<file path="config.mk">
export PLATFORM = sky130hd
export DESIGN_NAME = mem_stage
export DESIGN_NICKNAME = d
export VERILOG_FILES = /design/src/rtl/mem_stage.sv
export SDC_FILE = /design/constraint.sdc
export NUM_CORES = 1
export LEC_CHECK = 0
export ABC_AREA = 1
export CAP_MARGIN = 20
export CORE_UTILIZATION = 50
export CTS_BUF_LIST = sky130_fd_sc_hd__clkbuf_16
export DETAILED_ROUTE_END_ITERATION = 10
export PLACE_DENSITY = 0.82
export SLEW_MARGIN = 15
export SYNTH_ARGS = -nofsm -noshare
export SYNTH_HDL_FRONTEND = slang
export SYNTH_SLANG_ARGS = --single-unit
</file>
<file path="constraint.sdc">
create_clock -name clk -period 23.3 [get_ports clk]
set_clock_uncertainty 0.1 [all_clocks]
set_input_delay 3.495 -clock clk [delete_from_list [all_inputs] [get_ports clk]]
set_output_delay 3.495 -clock clk [all_outputs]
set_load 0.01 [all_outputs]
</file>
<file path="src/rtl/mem_stage.sv">
// mem_stage: data-memory stage with a request/response handshake and registered MEM/WB boundary.
// Optional MEM_MISALIGN_TRAP_EN: misaligned half/word accesses are not issued and are flagged on WB_misaligned_o.
`timescale 1ns/1ps
package rv32i_types;
    typedef struct packed {
        logic       load_regfile;
        logic       mem_read;
        logic       mem_write;
        logic [2:0] funct3;
        logic [3:0] alu_op;
    } rv32i_control_word;
endpackage

module mem_stage
    import rv32i_types::*;
#(
    parameter int WIDTH = 32
) (
    input  logic              clk,
    input  logic              rst,
    input  logic              MEM_valid_i,
    input  logic [WIDTH-1:0]  MEM_alu_out_i,
    input  logic [WIDTH-1:0]  MEM_rs2_out_i,
    input  rv32i_control_word MEM_ctrl_word_i,
    input  logic [4:0]        MEM_rd_i,
    input  logic [WIDTH-1:0]  MEM_pc_out_i,
    input  logic [WIDTH-1:0]  MEM_pc_plus4_i,
    input  logic [WIDTH-1:0]  MEM_u_imm_i,
    input  logic              MEM_br_en_i,
    output logic              MEM_stall_o,
    output logic              data_mem_read,
    output logic              data_mem_write,
    output logic [WIDTH-1:0]  data_mem_address,
    output logic [3:0]        data_mem_mbe,
    output logic [WIDTH-1:0]  data_mem_wdata,
    input  logic [WIDTH-1:0]  data_mem_rdata,
    input  logic              data_mem_resp,
    output logic              WB_valid_o,
    output logic [WIDTH-1:0]  WB_alu_out_o,
    output logic [WIDTH-1:0]  WB_load_data_o,
    output logic [WIDTH-1:0]  WB_pc_out_o,
    output logic [WIDTH-1:0]  WB_pc_plus4_o,
    output logic [WIDTH-1:0]  WB_u_imm_o,
    output rv32i_control_word WB_ctrl_word_o,
    output logic [4:0]        WB_rd_o,
`ifdef MEM_MISALIGN_TRAP_EN
    output logic              WB_misaligned_o,
`endif
    output logic              WB_br_en_o
);
    typedef enum logic {IDLE, BUSY} state_e;
    typedef struct packed {
        logic [WIDTH-1:0]  alu;
        logic [WIDTH-1:0]  pc;
        logic [WIDTH-1:0]  pc4;
        logic [WIDTH-1:0]  uimm;
        rv32i_control_word ctrl;
        logic [4:0]        rd;
        logic              br;
    } bundle_t;

    state_e           state_q, state_d;
    bundle_t          in_b, req_q, req_d, wb_q, wb_d;
    logic [3:0]       mbe_q, mbe_d;
    logic [WIDTH-1:0] wdata_q, wdata_d, wb_ld_q, wb_ld_d, ld;
    logic             wb_valid_q, wb_valid_d, mis_q, mis_d;
    logic             busy, memop, misal, go;
    logic [1:0]       a;
    logic [2:0]       f3, rf3;
    logic [7:0]       rbyte;
    logic [15:0]      rhalf;

    always_comb begin
        in_b = '{alu: MEM_alu_out_i, pc: MEM_pc_out_i, pc4: MEM_pc_plus4_i, uimm: MEM_u_imm_i,
                 ctrl: MEM_ctrl_word_i, rd: MEM_rd_i, br: MEM_br_en_i};
        a = MEM_alu_out_i[1:0];
        f3 = MEM_ctrl_word_i.funct3;
        busy = state_q == BUSY;
        memop = MEM_valid_i & (MEM_ctrl_word_i.mem_read | MEM_ctrl_word_i.mem_write);
`ifdef MEM_MISALIGN_TRAP_EN
        misal = memop & (((f3[1:0] == 2'b01) & a[0]) | ((f3[1:0] == 2'b10) & (a != 2'b00)));
`else
        misal = 1'b0;
`endif
        go = memop & ~misal;
        MEM_stall_o = ~rst & (busy ? ~data_mem_resp : go);
        state_d = busy ? (data_mem_resp ? IDLE : BUSY) : (go ? BUSY : IDLE);
        mbe_d = (MEM_ctrl_word_i.mem_write & (f3 == 3'b000)) ? 4'b0001 << a :
                (MEM_ctrl_word_i.mem_write & (f3 == 3'b001)) ? 4'b0011 << {a[1], 1'b0} : 4'b1111;
        wdata_d = (MEM_ctrl_word_i.mem_write & (f3 == 3'b000)) ? MEM_rs2_out_i << {a, 3'b000} :
                  (MEM_ctrl_word_i.mem_write & (f3 == 3'b001)) ? MEM_rs2_out_i << {a[1], 4'b0000} : MEM_rs2_out_i;
        req_d = (~busy & go) ? in_b : req_q;
        // Load lanes are selected with the address captured at request time.
        rf3 = req_q.ctrl.funct3;
        rbyte = 8'(data_mem_rdata >> {req_q.alu[1:0], 3'b000});
        rhalf = req_q.alu[1] ? data_mem_rdata[31:16] : data_mem_rdata[15:0];
        ld = ~req_q.ctrl.mem_read ? '0 :
             (rf3 == 3'b000) ? {{24{rbyte[7]}}, rbyte} :
             (rf3 == 3'b100) ? {24'b0, rbyte} :
             (rf3 == 3'b001) ? {{16{rhalf[15]}}, rhalf} :
             (rf3 == 3'b101) ? {16'b0, rhalf} :
             (rf3 == 3'b010) ? data_mem_rdata : '0;
        wb_d = wb_q;
        wb_ld_d = wb_ld_q;
        wb_valid_d = 1'b0;
        mis_d = 1'b0;
        if (busy & data_mem_resp) begin
            wb_d = req_q;
            wb_ld_d = ld;
            wb_valid_d = 1'b1;
        end else if (~busy & ~go) begin
            wb_d = in_b;
            wb_ld_d = '0;
            wb_valid_d = MEM_valid_i;
            mis_d = misal;
            if (misal & MEM_ctrl_word_i.mem_read) wb_d.ctrl.load_regfile = 1'b0;
        end
    end

    always_ff @(posedge clk or posedge rst) begin
        if (rst) begin
            state_q <= IDLE;
            req_q <= '0;
            mbe_q <= '0;
            wdata_q <= '0;
            wb_q <= '0;
            wb_ld_q <= '0;
            wb_valid_q <= 1'b0;
            mis_q <= 1'b0;
        end else begin
            state_q <= state_d;
            req_q <= req_d;
            mbe_q <= (~busy & go) ? mbe_d : mbe_q;
            wdata_q <= (~busy & go) ? wdata_d : wdata_q;
            wb_q <= wb_d;
            wb_ld_q <= wb_ld_d;
            wb_valid_q <= wb_valid_d;
            mis_q <= mis_d;
        end
    end

    assign data_mem_read = busy & req_q.ctrl.mem_read;
    assign data_mem_write = busy & req_q.ctrl.mem_write;
    assign data_mem_address = {req_q.alu[WIDTH-1:2], 2'b00};
    assign data_mem_mbe = mbe_q;
    assign data_mem_wdata = wdata_q;
    assign WB_valid_o = wb_valid_q;
    assign WB_alu_out_o = wb_q.alu;
    assign WB_load_data_o = wb_ld_q;
    assign WB_pc_out_o = wb_q.pc;
    assign WB_pc_plus4_o = wb_q.pc4;
    assign WB_u_imm_o = wb_q.uimm;
    assign WB_ctrl_word_o = wb_q.ctrl;
    assign WB_rd_o = wb_q.rd;
    assign WB_br_en_o = wb_q.br;
`ifdef MEM_MISALIGN_TRAP_EN
    assign WB_misaligned_o = mis_q;
`else
    logic unused_mis;
    assign unused_mis = mis_q;
`endif
endmodule
</file>
# ---- Word-level counts from Yosys, hierarchy flattened
# Index checks and enable logic that the tools add are counted.
# Widths: inputs -> output; s select.
dict set report word_totals {
  out_inout_bits 248
  ff_bits 358
  word_cells 75
}
dict set report op_classes {
  n_shift 5
  mux 21
  n_bitwise 14
  n_eq_ne 5
  reduce_logical 3
}
# op count
set ops {}
lappend ops {{$mux 32} 10}
lappend ops {{$mux 144} 2}
lappend ops {{$shl 32x5->32} 2}
lappend ops {{$shr 32x5->8} 1}
lappend ops {{$mux 16} 1}
lappend ops {{$and 1x1->1} 9}
lappend ops {{$mux 4} 2}
lappend ops {{$eq 3x1->1 const B} 2}
lappend ops {{$eq 3x3->1 const B} 2}
lappend ops {{$logic_not 3->1} 2}
lappend ops {{$mux 1} 6}
lappend ops {{$not 1->1} 4}
lappend ops {{$shl 1x2->4 const A} 1}
lappend ops {{$shl 2x2->4 const A} 1}
lappend ops {{$eq 3x2->1 const B} 1}
lappend ops {{$reduce_bool 2->1} 1}
lappend ops {{$or 1x1->1} 1}

# ---- Logic depth before layout (Yosys ltp)
# Gate-level depths: netlist of the first run.
dict set report logic_depth {
  depth_word 8
  depth_mapped 10
  depth_no_buf 8
}

# ---- Worst setup path after synthesis of the first run
# OpenSTA, ideal clock, no wires.
dict set report synth_path {
  kind {input-to-output}
  startpoint {input MEM_valid_i}
  endpoint {output MEM_stall_o}
  path_buffers 2
  required_time_ns 19.705
  arrival_ns 4.379
  path_stages 8
  slack_ns 15.326
  cell_sequence {inv_1 > nor2_1 > nand2_4 > nand2_4 > inv_4 > buf_6 > buf_2 > nor2_1}
}
dict set report synth_between {
  elab_chain_len 3
}
# item line_no
set synth_rtl {}
lappend synth_rtl {{start: declaration} 21} ;# input logic MEM_valid_i,
lappend synth_rtl {{$and 1x1->1} 79} ;# memop = MEM_valid_i & (MEM_ctrl_word_i.mem_read | MEM_ctrl_word_i.mem_write);
lappend synth_rtl {{$mux 1} 86} ;# MEM_stall_o = ~rst & (busy ? ~data_mem_resp : go);
lappend synth_rtl {{$and 1x1->1} 86}
lappend synth_rtl {{end: declaration} 30} ;# output logic MEM_stall_o,
# Every way passes these cells.

# ---- Final worst setup path of the first run
dict set report layout_path {
  startpoint {input MEM_ctrl_word_i[7] (netlist name)}
  endpoint {output MEM_stall_o}
}
dict set report layout_between {
  elab_chain_len 4
}
# item line_no
set layout_rtl {}
lappend layout_rtl {{start: declaration} 24} ;# input rv32i_control_word MEM_ctrl_word_i,
lappend layout_rtl {{$or 1x1->1} 79}
lappend layout_rtl {{$and 1x1->1} 79}
lappend layout_rtl {{$mux 1} 86}
lappend layout_rtl {{$and 1x1->1} 86}
# Every way passes these cells.

==> results of run 1 <==
[registers in the layout, indices dropped and copies added, names as in the netlist, 3 cells and up]
name and flops:
req_q 111, WB_alu_out_o 32, WB_load_data_o 32, WB_pc_out_o 32, WB_pc_plus4_o 32, WB_u_imm_o 32
data_mem_wdata 32, data_mem_address 30, WB_ctrl_word_o 10, WB_rd_o 5, data_mem_mbe 4, rf3 3
[worst max-delay path: stages]
cell                              delay [ps]
sky130_fd_sc_hd__clkdlybuf4s50_1         500
sky130_fd_sc_hd__inv_1                   110
sky130_fd_sc_hd__nand2_1                 120
sky130_fd_sc_hd__nand2_8                 610
sky130_fd_sc_hd__nand2_4                 450
sky130_fd_sc_hd__inv_8                   630
sky130_fd_sc_hd__nor2_1                   70
sky130_fd_sc_hd__clkdlybuf4s50_1         500
[metrics by stage]
stage               utilization  hold WS, ps  cell area, µm²
floorplan                     -          349           16600
global placement          0.644          361           21000
detailed placement        0.644          365           21000
CTS                       0.678          380           22100
global route              0.680          393           22200
finish                    0.680          377           22200
[metal layers]
layer,vias up,routed length [µm],track usage
li1,7529,-,-
met1,7645,20300,0.382
met2,739,24700,0.486
met3,146,4410,0.0684
met4,0,2480,0.142
met5,-,0,0
[worst min path at each step]
| stage | end | slack (ps) |
|---|---|---|
| after global placement | req_q[32]$_DFFE_PP0P_ | 360 |
| after detailed placement | req_q[79]$_DFFE_PP0P_ | 360 |
| after floorplan | req_q[0]$_DFFE_PP0P_ | 350 |
| after global routing | req_q[66]$_DFFE_PP0P_ | 390 |
| after CTS | req_q[79]$_DFFE_PP0P_ | 380 |
| final | req_q[66]$_DFFE_PP0P_ | 380 |
[cell type report]
class                      count  area, µm²  share of cell area
tap                          442        553              0.0249
sequential                   358       8960               0.404
clock buffer                  40       1000              0.0451
inverter                      42        178             0.00801
clock inverter                24        119             0.00536
multi-input combinational   1599       6650               0.300
antenna                        3       7.51            0.000338
timing repair buffer         471       4720               0.213
[cell usage in the layout (no fill, tap or decap), drive strengths merged]
master,n
nor2,174
o211ai,3
nand2,1109
dfrtp,358
diode,3
nand3,124
o21ai,31
buf,14
a31oi,144
conb,2
a21oi,10
clkbuf,40
nand4,2
clkdlybuf4s50,457
clkinvlp,1
clkinv,14
inv,51
[logic make-up (layout without fill, tap and decap cells)]
family | Yosys count | after routing | share of synthesized area
simple gates | 1409 | 1409 | 0.330
flops | 358 | 358 | 0.539
buf+inv | 211 | 577 | 0.0616
compound gates | 188 | 188 | 0.0686
other cells | 1 | 5 | 0.000226
[power by group]
| part | internal [mW] | switching (mW) |
|---|---|---|
| Combinational | 0.272 | 0.305 |
| Sequential | 0.753 | 0.0871 |
| Clock | 0.309 | 0.246 |
| Total | 1.33 | 0.639 |
==> metrics.log, run 1 <==
[metrics] placed wire-length estimate: 34,600 µm
[metrics] largest net degree at the start of global routing: ~130
[metrics] Wirelength per Cell: around 17 µm
[metrics] R2R Path Start: busy$_DFF_PP0_
[metrics] power density normalized to cell area: 88.9 nW/µm²
[metrics] sequential area share after synthesis: 0.539
[metrics] Worst setup endpoint: MEM_stall_o
[metrics] clock tree from TritonCTS: done
[metrics] highest clock frequency the design can meet: approximately 98 MHz
[metrics] clock tree root buffer cell: sky130_fd_sc_hd__clkbuf_16
[metrics] max-slew violation count: 0
[metrics] weighted congestion at the end of routability-driven global placement: between 0.9 and 1
[metrics] setup fix buffers added after clock tree synthesis: 0
[metrics] number of cell instances on the worst register-to-register path: 6
[metrics] Iteration-0 DRC Markers: between 1k and 1.5k
[metrics] Synth async-reset ratio: 1.00
[metrics] via count of the routed design: 16.1k
[metrics] total congestion overflow after global routing: 0
[metrics] clock net sink count: ~360
[metrics] Main synth FF type: sky130_fd_sc_hd__dfrtp_1
[metrics] cell type with the largest total area after synthesis: sky130_fd_sc_hd__dfrtp_1
[metrics] flop2flop setup slack: between 15,000 and 20,000 ps
[metrics] Synth top area share: 0.539
[metrics] Clock transition at path regs: about 60 ps
[metrics] Final Cycle Share: 0.436
[metrics] run status: complete, no violations
[metrics] number of distinct standard cells referenced by the synthesized netlist: 25
[metrics] most repeated cell in the gate-level netlist after synthesis: sky130_fd_sc_hd__nand2_1
[metrics] number of instances in the synthesized netlist: around 2.2k
[metrics] post-cts repair resize count: 0
[metrics] wire length of the first global-routing pass: around 81,000 µm
[metrics] Via-to-Cell Ratio: 5.39
[metrics] Finished Layout Cells: approximately 3k
[metrics] category of the worst setup path capture point: primary output
[metrics] flops & latches, synth: around 360
[metrics] final count of negative-setup-slack endpoints: 0
[metrics] RSZ-0062 raised after global routing: no
[metrics] pre-CTS worst setup slack: about 13,000 ps
[metrics] Final Worst Setup Slack: 13,150 ps
[metrics] arrival time at the worst endpoint: 6560 ps
[metrics] number of buffers inserted during clock tree synthesis: 39
[metrics] Clk Latency, worst-skew pair: between 500 and 600 ps
[metrics] First-pass DRT Iterations: 6
[metrics] Max Buffers Root-to-Sink: 3
[metrics] Placed Instances: slightly below 3k
[metrics] die outline width: around 180 µm
[metrics] Hold Path Origin: req_q[66]$_DFFE_PP0P_
[metrics] Leak Pwr: 10.8 nW
[metrics] number of enable-type register cells in the synthesized netlist: 0
[metrics] count of hold buffers inserted by post-cts repair: 0
[metrics] maximum fanout encountered on the critical timing path: around 130
[metrics] destination of the worst register-to-register timing path: WB_pc_plus4_o[26]$_DFFE_PP0P_
[metrics] GRT Overall Usage: 0.300
[metrics] launch point of the critical path: MEM_ctrl_word_i[7]
[metrics] top cells by instance count after synthesis: sky130_fd_sc_hd__nand2_1 (1,106), sky130_fd_sc_hd__dfrtp_1 (358), sky130_fd_sc_hd__nor2_1 (169), sky130_fd_sc_hd__a31oi_1 (144), sky130_fd_sc_hd__nand3_1 (124)
[metrics] total negative setup slack: 0 ps
[metrics] via count of the first global-routing pass: around 15k
[metrics] worst setup path class: input pin to primary output
[metrics] maxcap violations: 0
[metrics] startpoint type of the worst setup path: input pin
[metrics] class of the tightest hold or removal check: register to register
[metrics] final hold viol count: 0
[metrics] Worst Hold Path Cells: 2
[metrics] initial cell density of the core: 0.509
[metrics] placement row count: 66
[metrics] area added between synthesis and finish: 33.6%
[metrics] mapped cell area: ~17,000 µm²
[metrics] Total Power Consumption: 1.97 mW
[metrics] worst ir drop on vdd: about 0.000066 V
[metrics] floorplan die area: 34,000 µm²
[metrics] filler instances: around 2.6k
[metrics] slew at the pin with the worst max-slew slack: around 1100 ps
[metrics] floorplan die height: about 180 µm
[metrics] H-tree level count: 2
[metrics] total wire length after detailed routing: about 52,000 µm
[metrics] layout cells sized above 1: 0.0300
[metrics] Buffers on Ports: between 400 and 500
[metrics] number of antenna violations at the first check in global routing: 1
[metrics] detailed-route DRC error count: 0
[metrics] number of nets still failing antenna checks after routing: 0
[metrics] count of boundary I/O pins: between 400 and 500
[metrics] floorplan core area: about 33,000 µm²
[metrics] Net count, final: between 2k and 3k
[metrics] synthesized area divided by synthesized cell count: approximately 7.7 µm²
[metrics] ranking of synthesized cells by area: sky130_fd_sc_hd__dfrtp_1 (54%), sky130_fd_sc_hd__nand2_1 (25%), sky130_fd_sc_hd__a31oi_1 (5.4%)
[metrics] Tmin final: slightly above 10,000 ps
[metrics] count of synthesis-stage warnings from yosys: 0
[metrics] data required time at the worst endpoint: ~20,000 ps
[metrics] normalized max-slew margin: 0.280
Power figures use the tool's default switching activity.
==> run 2, diff against run 1 <==
CORE_UTILIZATION = 44   (was 50)
PLACE_DENSITY = 0.76   (was 0.82)
clock period = 8.63 ns   (was 23.3 ns; I/O delays follow)
==> run 2 against run 1 <==
  * Sequential power grew to 2.7 times the previous value
  * Largest cell class unchanged
  * Sequential share of layout area down 0.25 points
  * Critical path depth stayed put
  * Setup slack got worse by 10000 ps
  * Final cell count up 2.2%
  * Sequential cell count unchanged
  * Combinational power grew to 2.7 times the previous value
  * Clock-buffer cell count unchanged
  * Final area is 0.62% higher
  * Die area grew 13%
  * Clock power increased to 2.8 times the previous value
==> metrics.log, run 2 (synthesized netlist as in run 1, its figures left out) <==
[metrics] run status: complete, no violations (unchanged)
[metrics] Max Buffers Root-to-Sink: 3 (unchanged)
[metrics] worst setup path class: input pin to primary output (unchanged)
[metrics] Worst Hold Path Cells: 2 (unchanged)
[metrics] number of buffers inserted during clock tree synthesis: 39 (unchanged)
[metrics] slew at the pin with the worst max-slew slack: 1100 ps (was 1070 ps)
[metrics] R2R Path Start: busy$_DFF_PP0_ (unchanged)
[metrics] category of the worst setup path capture point: primary output (unchanged)
[metrics] post-layout utilization of the core: 0.605 (was 0.680)
[metrics] max-slew violation count: 0 (unchanged)
[metrics] leading cell types in the layout, fill and taps excluded: sky130_fd_sc_hd__nand2_1 (1,105), sky130_fd_sc_hd__clkdlybuf4s50_1 (457), sky130_fd_sc_hd__dfrtp_1 (358), sky130_fd_sc_hd__nor2_1 (169), sky130_fd_sc_hd__a31oi_1 (144) (unchanged)
[metrics] First-pass DRT Iterations: 6 (unchanged)
[metrics] Placed Instances: 2,971 (was 2,910)
[metrics] launch point of the critical path: MEM_valid_i (was MEM_ctrl_word_i[7])
[metrics] power density normalized to cell area: 242 nW/µm² (was 88.9 nW/µm²)
[metrics] Total Power Consumption: 5.40 mW (was 1.97 mW)
[metrics] arrival time at the worst endpoint: 4160 ps (was 6560 ps)
[metrics] total congestion overflow after global routing: 0 (unchanged)
[metrics] total negative setup slack: 0 ps (unchanged)
[metrics] Clk Latency, worst-skew pair: 540 ps (was 520 ps)
[metrics] wire length of the first global-routing pass: 81,900 µm (was 80,800 µm)
[metrics] Hold Path Origin: data_mem_wdata[12]$_DFFE_PP0P_ (was req_q[66]$_DFFE_PP0P_)
[metrics] layout cells sized above 1: 0.0327 (was 0.0300)
[metrics] placed wire-length estimate: 34,000 µm (was 34,600 µm)
[metrics] weighted congestion at the end of routability-driven global placement: 0.906 (was 0.908)
[metrics] most common cell after layout, fill and taps aside: sky130_fd_sc_hd__nand2_1 (unchanged)
[metrics] highest clock frequency the design can meet: ~180 MHz
[metrics] initial cell density of the core: 0.450 (was 0.509)
[metrics] number of cell instances on the worst register-to-register path: 6 (unchanged)
[metrics] Via-to-Cell Ratio: 5.20 (was 5.39)
[metrics] clock tree from TritonCTS: done (unchanged)
[metrics] Leak Pwr: 10.8 nW (about the same)
[metrics] total wire length after detailed routing: 51,900 µm (about the same)
[metrics] data required time at the worst endpoint: 7240 ps (was 19,700 ps)
[metrics] final count of negative-setup-slack endpoints: 0 (unchanged)
[metrics] final hold viol count: 0 (unchanged)
[metrics] clock net sink count: 358 (unchanged)
[metrics] Net count, final: 2,721 (was 2,723)
[metrics] post-cts repair resize count: 0 (unchanged)
[metrics] Final Cycle Share: 0.644
[metrics] Final Worst Setup Slack: 3070 ps (was 13,150 ps)
[metrics] detailed-route DRC error count: 0 (unchanged)
[metrics] setup fix buffers added after clock tree synthesis: 0 (unchanged)
[metrics] Iteration-0 DRC Markers: 1,277 (was 1,433)
[metrics] RSZ-0062 raised after global routing: no (unchanged)
[metrics] worst ir drop on vdd: 0.000156 V (was 0.0000655 V)
[metrics] placement row count: 70 (was 66)
[metrics] H-tree level count: 2 (unchanged)
[metrics] clock tree root buffer cell: sky130_fd_sc_hd__clkbuf_16 (unchanged)
[metrics] normalized max-slew margin: 0.268 (was 0.280)
[metrics] Clock transition at path regs: 60 ps (about the same)
[metrics] number of antenna violations at the first check in global routing: 5 (was 1)
[metrics] via count of the first global-routing pass: 15.0k (about the same)
[metrics] startpoint type of the worst setup path: input pin (unchanged)
[metrics] Wirelength per Cell: 17.1 µm (was 17.4 µm)
[metrics] number of nets still failing antenna checks after routing: 0 (unchanged)
[metrics] count of boundary I/O pins: 460 (unchanged)
[metrics] GRT Overall Usage: 0.266 (was 0.300)
[metrics] via count of the routed design: 15.8k (was 16.1k)
[metrics] largest reg by FF count: req_q (unchanged)
[metrics] Buffers on Ports: 457 (unchanged)
[metrics] maxcap violations: 0 (unchanged)
[metrics] floorplan die height: 196 µm (was 184 µm)
[metrics] flip-flop count of the largest register, all copies and words added: 111 (unchanged)
[metrics] die outline width: 196 µm (was 184 µm)
[metrics] pre-CTS worst setup slack: 3030 ps (was 13,140 ps)
[metrics] maximum fanout encountered on the critical timing path: 97 (was 128)
[metrics] class of the tightest hold or removal check: register to register (unchanged)
[metrics] area added between synthesis and finish: 34.4% (was 33.6%)
[metrics] Finished Layout Cells: 3,046 (was 2,979)
[metrics] largest net degree at the start of global routing: 173 (was 133)
[metrics] Tmin final: roughly 5600 ps
[metrics] floorplan core area: 36,900 µm² (was 32,600 µm²)
[metrics] filler instances: 3,179 (was 2,603)
[metrics] floorplan die area: 38,500 µm² (was 34,000 µm²)
[metrics] count of hold buffers inserted by post-cts repair: 0 (unchanged)
-- run 2: power by group --
part | total, mW | internal (mW) | switching (mW)
sequential | 2.26 | 2.03 | 0.229
combinational | 1.55 | 0.733 | 0.820
clock | 1.58 | 0.902 | 0.682
-- run 2: metal layers --
metal  vias up  track usage  wire length (µm)
met5         -            0                 0
met4         0        0.118              2050
met3       131       0.0626              4280
met2       693        0.425             24700
met1      7472        0.343             20900
li1       7542            -                 -
-- run 2: path summary, 6_finish.rpt --
check                           slack [ps]                              to
max in group asynchronous             5800  data_mem_wdata[22]$_DFFE_PP0P_
worst min register to register         370  data_mem_wdata[12]$_DFFE_PP0P_
worst max register to register        5120           req_q[90]$_DFFE_PP0P_
min in group asynchronous             1190     WB_pc_out_o[12]$_DFFE_PP0P_
worst max-delay path                  3070                     MEM_stall_o
worst min-delay path                   370  data_mem_wdata[12]$_DFFE_PP0P_
-- run 2: worst max-delay path, stage by stage --
cell and delay (ps):
sky130_fd_sc_hd__clkdlybuf4s50_1 470, sky130_fd_sc_hd__inv_1 90, sky130_fd_sc_hd__nor2_1 280, sky130_fd_sc_hd__nand2_8 430, sky130_fd_sc_hd__nand2_4 510, sky130_fd_sc_hd__inv_8 240
sky130_fd_sc_hd__nor2_1 200, sky130_fd_sc_hd__clkdlybuf4s50_1 560
-- run 2: area by class of cell --
class	instances	area, µm²	area share
clock inverter	28	198	0.00886
tap	504	631	0.0283
antenna	6	15.0	0.000673
clock buffer	40	1000	0.0448
multi-input combinational	1599	6650	0.298
sequential	358	8960	0.401
inverter	42	174	0.00779
timing repair buffer	469	4700	0.210
-- run 2: through the flow --
step	hold slack [ps]	area, µm²
2_1_floorplan	349	16600
3_3_place_gp	361	21100
3_5_place_dp	365	21100
4_1_cts	381	22300
5_1_grt	396	22300
6_report	375	22300
